--- config.mk ---
export PLATFORM = sky130hd
export DESIGN_NAME = sha256_block_builder
export DESIGN_NICKNAME = d
export VERILOG_FILES = /design/src/rtl/sha256_block_builder.sv
export SDC_FILE = /design/constraint.sdc
export NUM_CORES = 2
export LEC_CHECK = 0
export ABC_AREA = 0
export CAP_MARGIN = 20
export CORE_AREA = 2 2 254 256
export DETAILED_ROUTE_END_ITERATION = 12
export DIE_AREA = 0 0 256 258
export PLACE_DENSITY = 0.81
export SYNTH_ARGS = -nofsm -noshare
export SYNTH_HDL_FRONTEND = slang
export SYNTH_SLANG_ARGS = --single-unit
--- constraint.sdc ---
create_clock -name clk -period 9.65 [get_ports clk]
set_clock_uncertainty 0.15 [all_clocks]
set_input_delay 1.4475 -clock clk [delete_from_list [all_inputs] [get_ports clk]]
set_output_delay 1.4475 -clock clk [all_outputs]
set_load 0.01 [all_outputs]
--- src/rtl/sha256_block_builder.sv ---
// Fetches a message through a pipelined read port and emits FIPS 180-4 padded
// 512-bit SHA-256 blocks, tagging the first and last block of each message.
module sha256_block_builder #(
  parameter int ADDR_W = 32,
  parameter int DATA_W = 32,
  parameter int LEN_W  = 32
) (
  input  logic              clk,
  input  logic              rst,
  input  logic              ctx_vld,
  output logic              ctx_rdy,
  input  logic [ADDR_W-1:0] ctx_addr,
  input  logic [LEN_W-1:0]  ctx_len,
  output logic              mem_req_vld,
  input  logic              mem_req_rdy,
  output logic [ADDR_W-1:0] mem_req_addr,
  input  logic              mem_rsp_vld,
  input  logic [DATA_W-1:0] mem_rsp_data,
  output logic              chunk_vld,
  input  logic              chunk_rdy,
  output logic [511:0]      chunk_data,
  output logic              chunk_first,
  output logic              chunk_last,
  output logic              busy
);

  localparam int BPW  = DATA_W / 8;
  localparam int WPB  = 64 / BPW;
  localparam int LBPW = $clog2(BPW);
  localparam int SW   = $clog2(WPB);
  localparam int CW   = SW + 1;
  localparam int BW   = LEN_W + 1;

  typedef enum logic [1:0] {IDLE, FETCH, OUT} state_t;

  state_t            r_state, w_state_next;
  logic              r_ctx_rdy, r_busy, r_req_vld, r_chunk_vld, r_chunk_first, r_chunk_last;
  logic              w_ctx_rdy_next, w_busy_next, w_req_vld_next;
  logic              w_chunk_vld_next, w_chunk_first_next, w_chunk_last_next;
  logic [ADDR_W-1:0] r_addr;
  logic [LEN_W-1:0]  r_len;
  logic [BW-1:0]     r_nb, r_b, r_words_left;
  logic [CW-1:0]     r_blk_words, r_req_cnt, r_rsp_cnt;
  logic              r_first_cyc;
  logic [511:0]      r_buf;

  logic              w_accept, w_req_fire, w_rsp_take, w_out_hs, w_last_blk;
  logic [BW-1:0]     w_tw_in, w_nb_in;
  logic [CW-1:0]     w_blk_words_in, w_blk_words_nb, w_req_cnt_inc;
  logic [63:0]       w_len_bits;
  logic [7:0]        w_byte_next [64];

  function automatic logic [CW-1:0] f_blk_words(input logic [BW-1:0] left);
    return (left >= BW'(WPB)) ? CW'(WPB) : left[CW-1:0];
  endfunction

  assign w_accept       = (r_state == IDLE) && r_ctx_rdy && ctx_vld;
  assign w_req_fire     = r_req_vld && mem_req_rdy;
  // Only responses matching an outstanding request are captured.
  assign w_rsp_take     = (r_state == FETCH) && mem_rsp_vld && (r_rsp_cnt < r_req_cnt);
  assign w_out_hs       = (r_state == OUT) && chunk_rdy;
  assign w_last_blk     = (r_b == r_nb - BW'(1));
  assign w_tw_in        = ({1'b0, ctx_len} + BW'(BPW - 1)) >> LBPW;
  assign w_nb_in        = (({1'b0, ctx_len} + BW'(8)) >> 6) + BW'(1);
  assign w_blk_words_in = f_blk_words(w_tw_in);
  assign w_blk_words_nb = f_blk_words(r_words_left);
  assign w_req_cnt_inc  = r_req_cnt + CW'(w_req_fire);
  assign w_len_bits     = 64'({r_len, 3'b000});

  always_comb begin
    w_state_next   = r_state;
    w_req_vld_next = 1'b0;
    case (r_state)
      IDLE: begin
        if (w_accept) begin
          w_state_next   = FETCH;
          w_req_vld_next = (w_blk_words_in != '0);
        end
      end
      FETCH: begin
        if ((r_first_cyc && r_blk_words == '0) ||
            (w_rsp_take && (r_rsp_cnt + CW'(1) == r_blk_words)))
          w_state_next = OUT;
        w_req_vld_next = (w_state_next == FETCH) && (w_req_cnt_inc < r_blk_words);
      end
      OUT: begin
        if (w_out_hs) begin
          w_state_next   = r_chunk_last ? IDLE : FETCH;
          w_req_vld_next = !r_chunk_last && (w_blk_words_nb != '0);
        end
      end
      default: w_state_next = IDLE;
    endcase
    w_ctx_rdy_next     = (r_state == IDLE) && !w_accept;
    w_busy_next        = (w_state_next != IDLE);
    w_chunk_vld_next   = (w_state_next == OUT);
    w_chunk_first_next = (w_state_next == OUT) && (r_b == '0);
    w_chunk_last_next  = (w_state_next == OUT) && w_last_blk;
  end

  always_ff @(posedge clk) begin
    if (rst) begin
      r_state       <= IDLE;
      r_ctx_rdy     <= 1'b0;
      r_busy        <= 1'b0;
      r_req_vld     <= 1'b0;
      r_chunk_vld   <= 1'b0;
      r_chunk_first <= 1'b0;
      r_chunk_last  <= 1'b0;
    end else begin
      r_state       <= w_state_next;
      r_ctx_rdy     <= w_ctx_rdy_next;
      r_busy        <= w_busy_next;
      r_req_vld     <= w_req_vld_next;
      r_chunk_vld   <= w_chunk_vld_next;
      r_chunk_first <= w_chunk_first_next;
      r_chunk_last  <= w_chunk_last_next;
    end
  end

  // r_addr is the running request address, so it already holds the next word.
  always_ff @(posedge clk) begin
    if (rst) begin
      r_addr       <= '0;
      r_len        <= '0;
      r_nb         <= '0;
      r_b          <= '0;
      r_words_left <= '0;
      r_blk_words  <= '0;
      r_req_cnt    <= '0;
      r_rsp_cnt    <= '0;
      r_first_cyc  <= 1'b0;
      r_buf        <= '0;
    end else begin
      case (r_state)
        IDLE: begin
          if (w_accept) begin
            r_addr       <= ctx_addr;
            r_len        <= ctx_len;
            r_nb         <= w_nb_in;
            r_b          <= '0;
            r_blk_words  <= w_blk_words_in;
            r_words_left <= w_tw_in - BW'(w_blk_words_in);
            r_req_cnt    <= '0;
            r_rsp_cnt    <= '0;
            r_first_cyc  <= 1'b1;
          end
        end
        FETCH: begin
          r_first_cyc <= 1'b0;
          if (w_req_fire) begin
            r_req_cnt <= w_req_cnt_inc;
            r_addr    <= r_addr + ADDR_W'(BPW);
          end
          if (w_rsp_take)
            r_rsp_cnt <= r_rsp_cnt + CW'(1);
        end
        OUT: begin
          if (w_out_hs && !r_chunk_last) begin
            r_b          <= r_b + BW'(1);
            r_blk_words  <= w_blk_words_nb;
            r_words_left <= r_words_left - BW'(w_blk_words_nb);
            r_req_cnt    <= '0;
            r_rsp_cnt    <= '0;
            r_first_cyc  <= 1'b1;
          end
        end
        default: r_first_cyc <= 1'b0;
      endcase
      for (int i = 0; i < 64; i++)
        r_buf[511-8*i -: 8] <= w_byte_next[i];
    end
  end

  // The first FETCH cycle preloads the padding pattern; captured words then
  // overwrite only bytes that lie inside the message, so 0x80 and length survive.
  for (genvar gi = 0; gi < 64; gi++) begin : g_lane
    localparam int SLOT = gi / BPW;
    localparam int POS  = gi % BPW;
    logic [BW-1:0] w_off;
    logic [7:0]    w_pad;
    logic          w_wr;

    assign w_off = {r_b[BW-7:0], 6'(gi)};
    if (gi >= 56) begin : g_len
      assign w_pad = w_last_blk ? w_len_bits[(63-gi)*8 +: 8] :
                     ((w_off == {1'b0, r_len}) ? 8'h80 : 8'h00);
    end else begin : g_msg
      assign w_pad = (w_off == {1'b0, r_len}) ? 8'h80 : 8'h00;
    end
    assign w_wr = w_rsp_take && (r_rsp_cnt[SW-1:0] == SW'(SLOT)) && (w_off < {1'b0, r_len});
    assign w_byte_next[gi] = r_first_cyc ? w_pad :
                             w_wr        ? mem_rsp_data[DATA_W-1-POS*8 -: 8] :
                                           r_buf[511-gi*8 -: 8];
  end

  assign ctx_rdy      = r_ctx_rdy;
  assign busy         = r_busy;
  assign mem_req_vld  = r_req_vld;
  assign mem_req_addr = r_addr;
  assign chunk_vld    = r_chunk_vld;
  assign chunk_first  = r_chunk_first;
  assign chunk_last   = r_chunk_last;
  assign chunk_data   = r_buf;

endmodule

==> out/qor.yml <==
synth_cell_types: 89
fin_setup_tns_ps: 0
seqCellArea_mm2: 0.01390
grt_antenna_before_repair: 2
path_class: "in2reg"
routed_wirelength_um: 142400
hp-class: "reg2reg"
power.internal_mw: 5.028
setup_viol: 0
hold_violations: 0
crit_end: "r_words_left[28]$_SDFFE_PP0P_"
ys.flop_type: "dfxtp_1"
switching_share: 0.2937
startpoint_type: "input port"
die_x_um: 256
reg2reg_depth: 11
top_layer: "met5"
coreArea_mm2: 0.06365
startpoint: "ctx_len[7]"
gp_routability_congestion: 0.9973
powerDensity_mw_per_mm2: 166.9
clock-sinks: 694
multi_input_comb_area_mm2: 0.01796
place_hpwl_um: 105400
cts_setup_buffers: 0
die_area_mm2: 0.06605
grt_pass1_vias: 31627
path_common_cell: "nand2_1"
wl_per_cell_um: 26.25
cts_hold_buf: 0
grt_first_pass_wirelength_um: 208700
htreeDepth: 3
cts_buffers: 76
root_buffer: "clkbuf_16"
dr_wl_met2_um: 64320
drive_above_1_share: 0.05845
fillers: 5140
seqPwrFrac: 0.429
crit_path_end_kind: "flip-flop"
status: "complete, no violations"
period_share: 0.6701
clock_path_buffers: 3
area_delta_synth_final_pct: 28.84
drt_iter0_drc: 4010
clk_latency_ps: 620
cp.required_ps: 10070
cts_tree: "built"
initial_core_util: 0.5201
grt_use_total: 0.4146
post_cts_resized: 0
rows: 93
cp_slowest_cell: "clkdlybuf4s50_1"
max_clock_freq_mhz: 154.6
pwr-share-clk: 0.409
overflow: 0
drt-vias-per-instance: 6.197
drc: 0
synthesis.area_mm2: 0.03310
rsz0062_at_grt: "false"
slowest_delay_ps: 800
r2r_slack_ps: 4470
ios: 652
period_minus_slack_ps: 6467
p_comb_frac: 0.162
worstPathArrival_ps: 6890
p_sw_mw: 2.090
dr.pass1.iters: 6
cap_viol_max_count: 0
regToRegStartpoint: "r_len[30]$_SDFFE_PP0P_"
max_slew_margin: 0.1674
synth-async-reset-ratio: 0
vdd_drop_max_mv: 0.1588
r2r_end: "chunk_data[459]$_SDFFE_PP0P_"
m1WireLength_um: 53820
drv_slew: 0
synthCells: 3996
port_buffers: 651
n_antenna_cell: 0
cp_cell_sequence: "clkdlybuf4s50_1 > and2_1 > nand3_1 > o31a_1 > nor4_1 > nand4_1 > and4b_1 > nand2_1 > nand2_1 > ha_1 > nor2_1 > a31oi_1 > a21oi_1 > a211oi_1 > a211o_1"
synth-edff-count: 0
floorplan.die.height_um: 258
via_count: 33608
ys_seq_area_frac: 0.4197
cp_max_fo: 14
mostFrequentLayoutCell: "dfxtp_1"
avgSynthCellArea_um2: 8.284
met3_length_um: 15920
most-common-layout-cells: "dfxtp_1 (693), clkdlybuf4s50_1 (650), nor2_1 (623)"
p_leak_nw: 16.02
ant_nets: 0
fin_nets: 4663
ys_ff_latch: 694
yosys_warnings: 0
worst_slew_pin_slew_ps: 1239
clkTransAtPathRegs_ps: 60
hold_slack_ps: 301.6
grt_start_max_net_pins: 219
-- final cells by class --
type / instances / area share
tap: 855 / 0.02508
inverter: 66 / 0.005809
clock inverter: 27 / 0.006777
timing repair buffer: 714 / 0.1646
clock buffer: 106 / 0.05075
sequential: 694 / 0.3258
multi-input combinational: 2961 / 0.4211
-- cell families after synthesis --
| kind of cell | Yosys count | synth area share |
|---|---|---|
| buffers and inverters | 342 | 0.04071 |
| other | 1 | 0.0001133 |
| AND/OR/NAND/NOR | 1630 | 0.2278 |
| AO/OA/AOI/OAI | 753 | 0.1393 |
| flip-flops | 694 | 0.4197 |
| XOR/XNOR | 151 | 0.03995 |
| adder cells (fa/ha/maj) | 48 | 0.01814 |
| multiplexers | 377 | 0.1143 |
-- layer usage --
metal	track usage	up-vias
li1	-	15063
met1	0.5106	16054
met2	0.6646	2038
met3	0.1118	449
met4	0.2199	4
met5	0	-
-- flip-flops by register name, summed over array words and instances (netlist names), 2 cells and up --
signal and cells:
chunk_data 512, mem_req_addr 32, r_b 33, r_blk_words 5, r_len 32, r_nb 28, r_req_cnt 5, r_rsp_cnt 5
r_state 2, r_words_left 33
-- stage by stage --
stage / cells / setup slack (ps) / power, mW / cell area [µm²] / util
after floorplan: 3997 / 4618 / 3.739 / 33110 / -
after global placement: 5279 / 2730 / 4.218 / 40100 / 0.6299
after detailed placement: 5281 / 2727 / 4.223 / 40110 / 0.6302
after CTS: 5414 / 3347 / 7.083 / 42560 / 0.6687
after global routing: 5423 / 2817 / 7.318 / 42650 / 0.6701
final: 5423 / 3183 / 7.119 / 42650 / 0.6701
-- cell usage after synthesis, types with 40 or more instances --
cell type	n	share of area
nor4_1	48	0.0091
nand2_1	386	0.044
o21ai_0	201	0.030
a31oi_1	40	0.0076
nor3_1	117	0.018
inv_1	65	0.0074
nand3_1	171	0.026
dfxtp_1	694	0.42
mux2i_1	369	0.11
xnor2_1	88	0.023
clkbuf_1	222	0.025
a211oi_1	54	0.012
nor2_1	626	0.071
nand4_1	49	0.0093
a21oi_1	248	0.037
ha_1	48	0.018
xor2_1	63	0.017
-- power by group through the flow --
stage                     clock (mW)  combinational, mW  sequential (mW)
after global placement             0               1.11             3.11
after CTS                       2.92               1.12             3.05
after floorplan                    0              0.637             3.10
after detailed placement           0               1.11             3.11
final                           2.91               1.15             3.05
after global routing            3.03               1.22             3.06
-- worst max-delay path: cells and delay by family --
kind,cells,cell delay [ps]
AO/OA/AOI/OAI,5,1430
adder cells (fa/ha/maj),1,280
buffers and inverters,1,800
AND/OR/NAND/NOR,8,2910
-- worst min-delay path by stage --
stage | start | to | slack [ps] | depth (start not counted)
floorplan | r_len[12]$_SDFFE_PP0P_ | r_len[12]$_SDFFE_PP0P_ | 300 | 2
CTS | chunk_data[198]$_SDFFE_PP0P_ | chunk_data[198]$_SDFFE_PP0P_ | 300 | 2
detailed placement | chunk_data[198]$_SDFFE_PP0P_ | chunk_data[198]$_SDFFE_PP0P_ | 290 | 2
finish | mem_req_addr[0]$_SDFFE_PP0P_ | mem_req_addr[0]$_SDFFE_PP0P_ | 300 | 2
global route | chunk_data[198]$_SDFFE_PP0P_ | chunk_data[198]$_SDFFE_PP0P_ | 320 | 2
global placement | chunk_data[197]$_SDFFE_PP0P_ | chunk_data[197]$_SDFFE_PP0P_ | 290 | 2
Note: power is estimated with default switching activity, not from simulation.
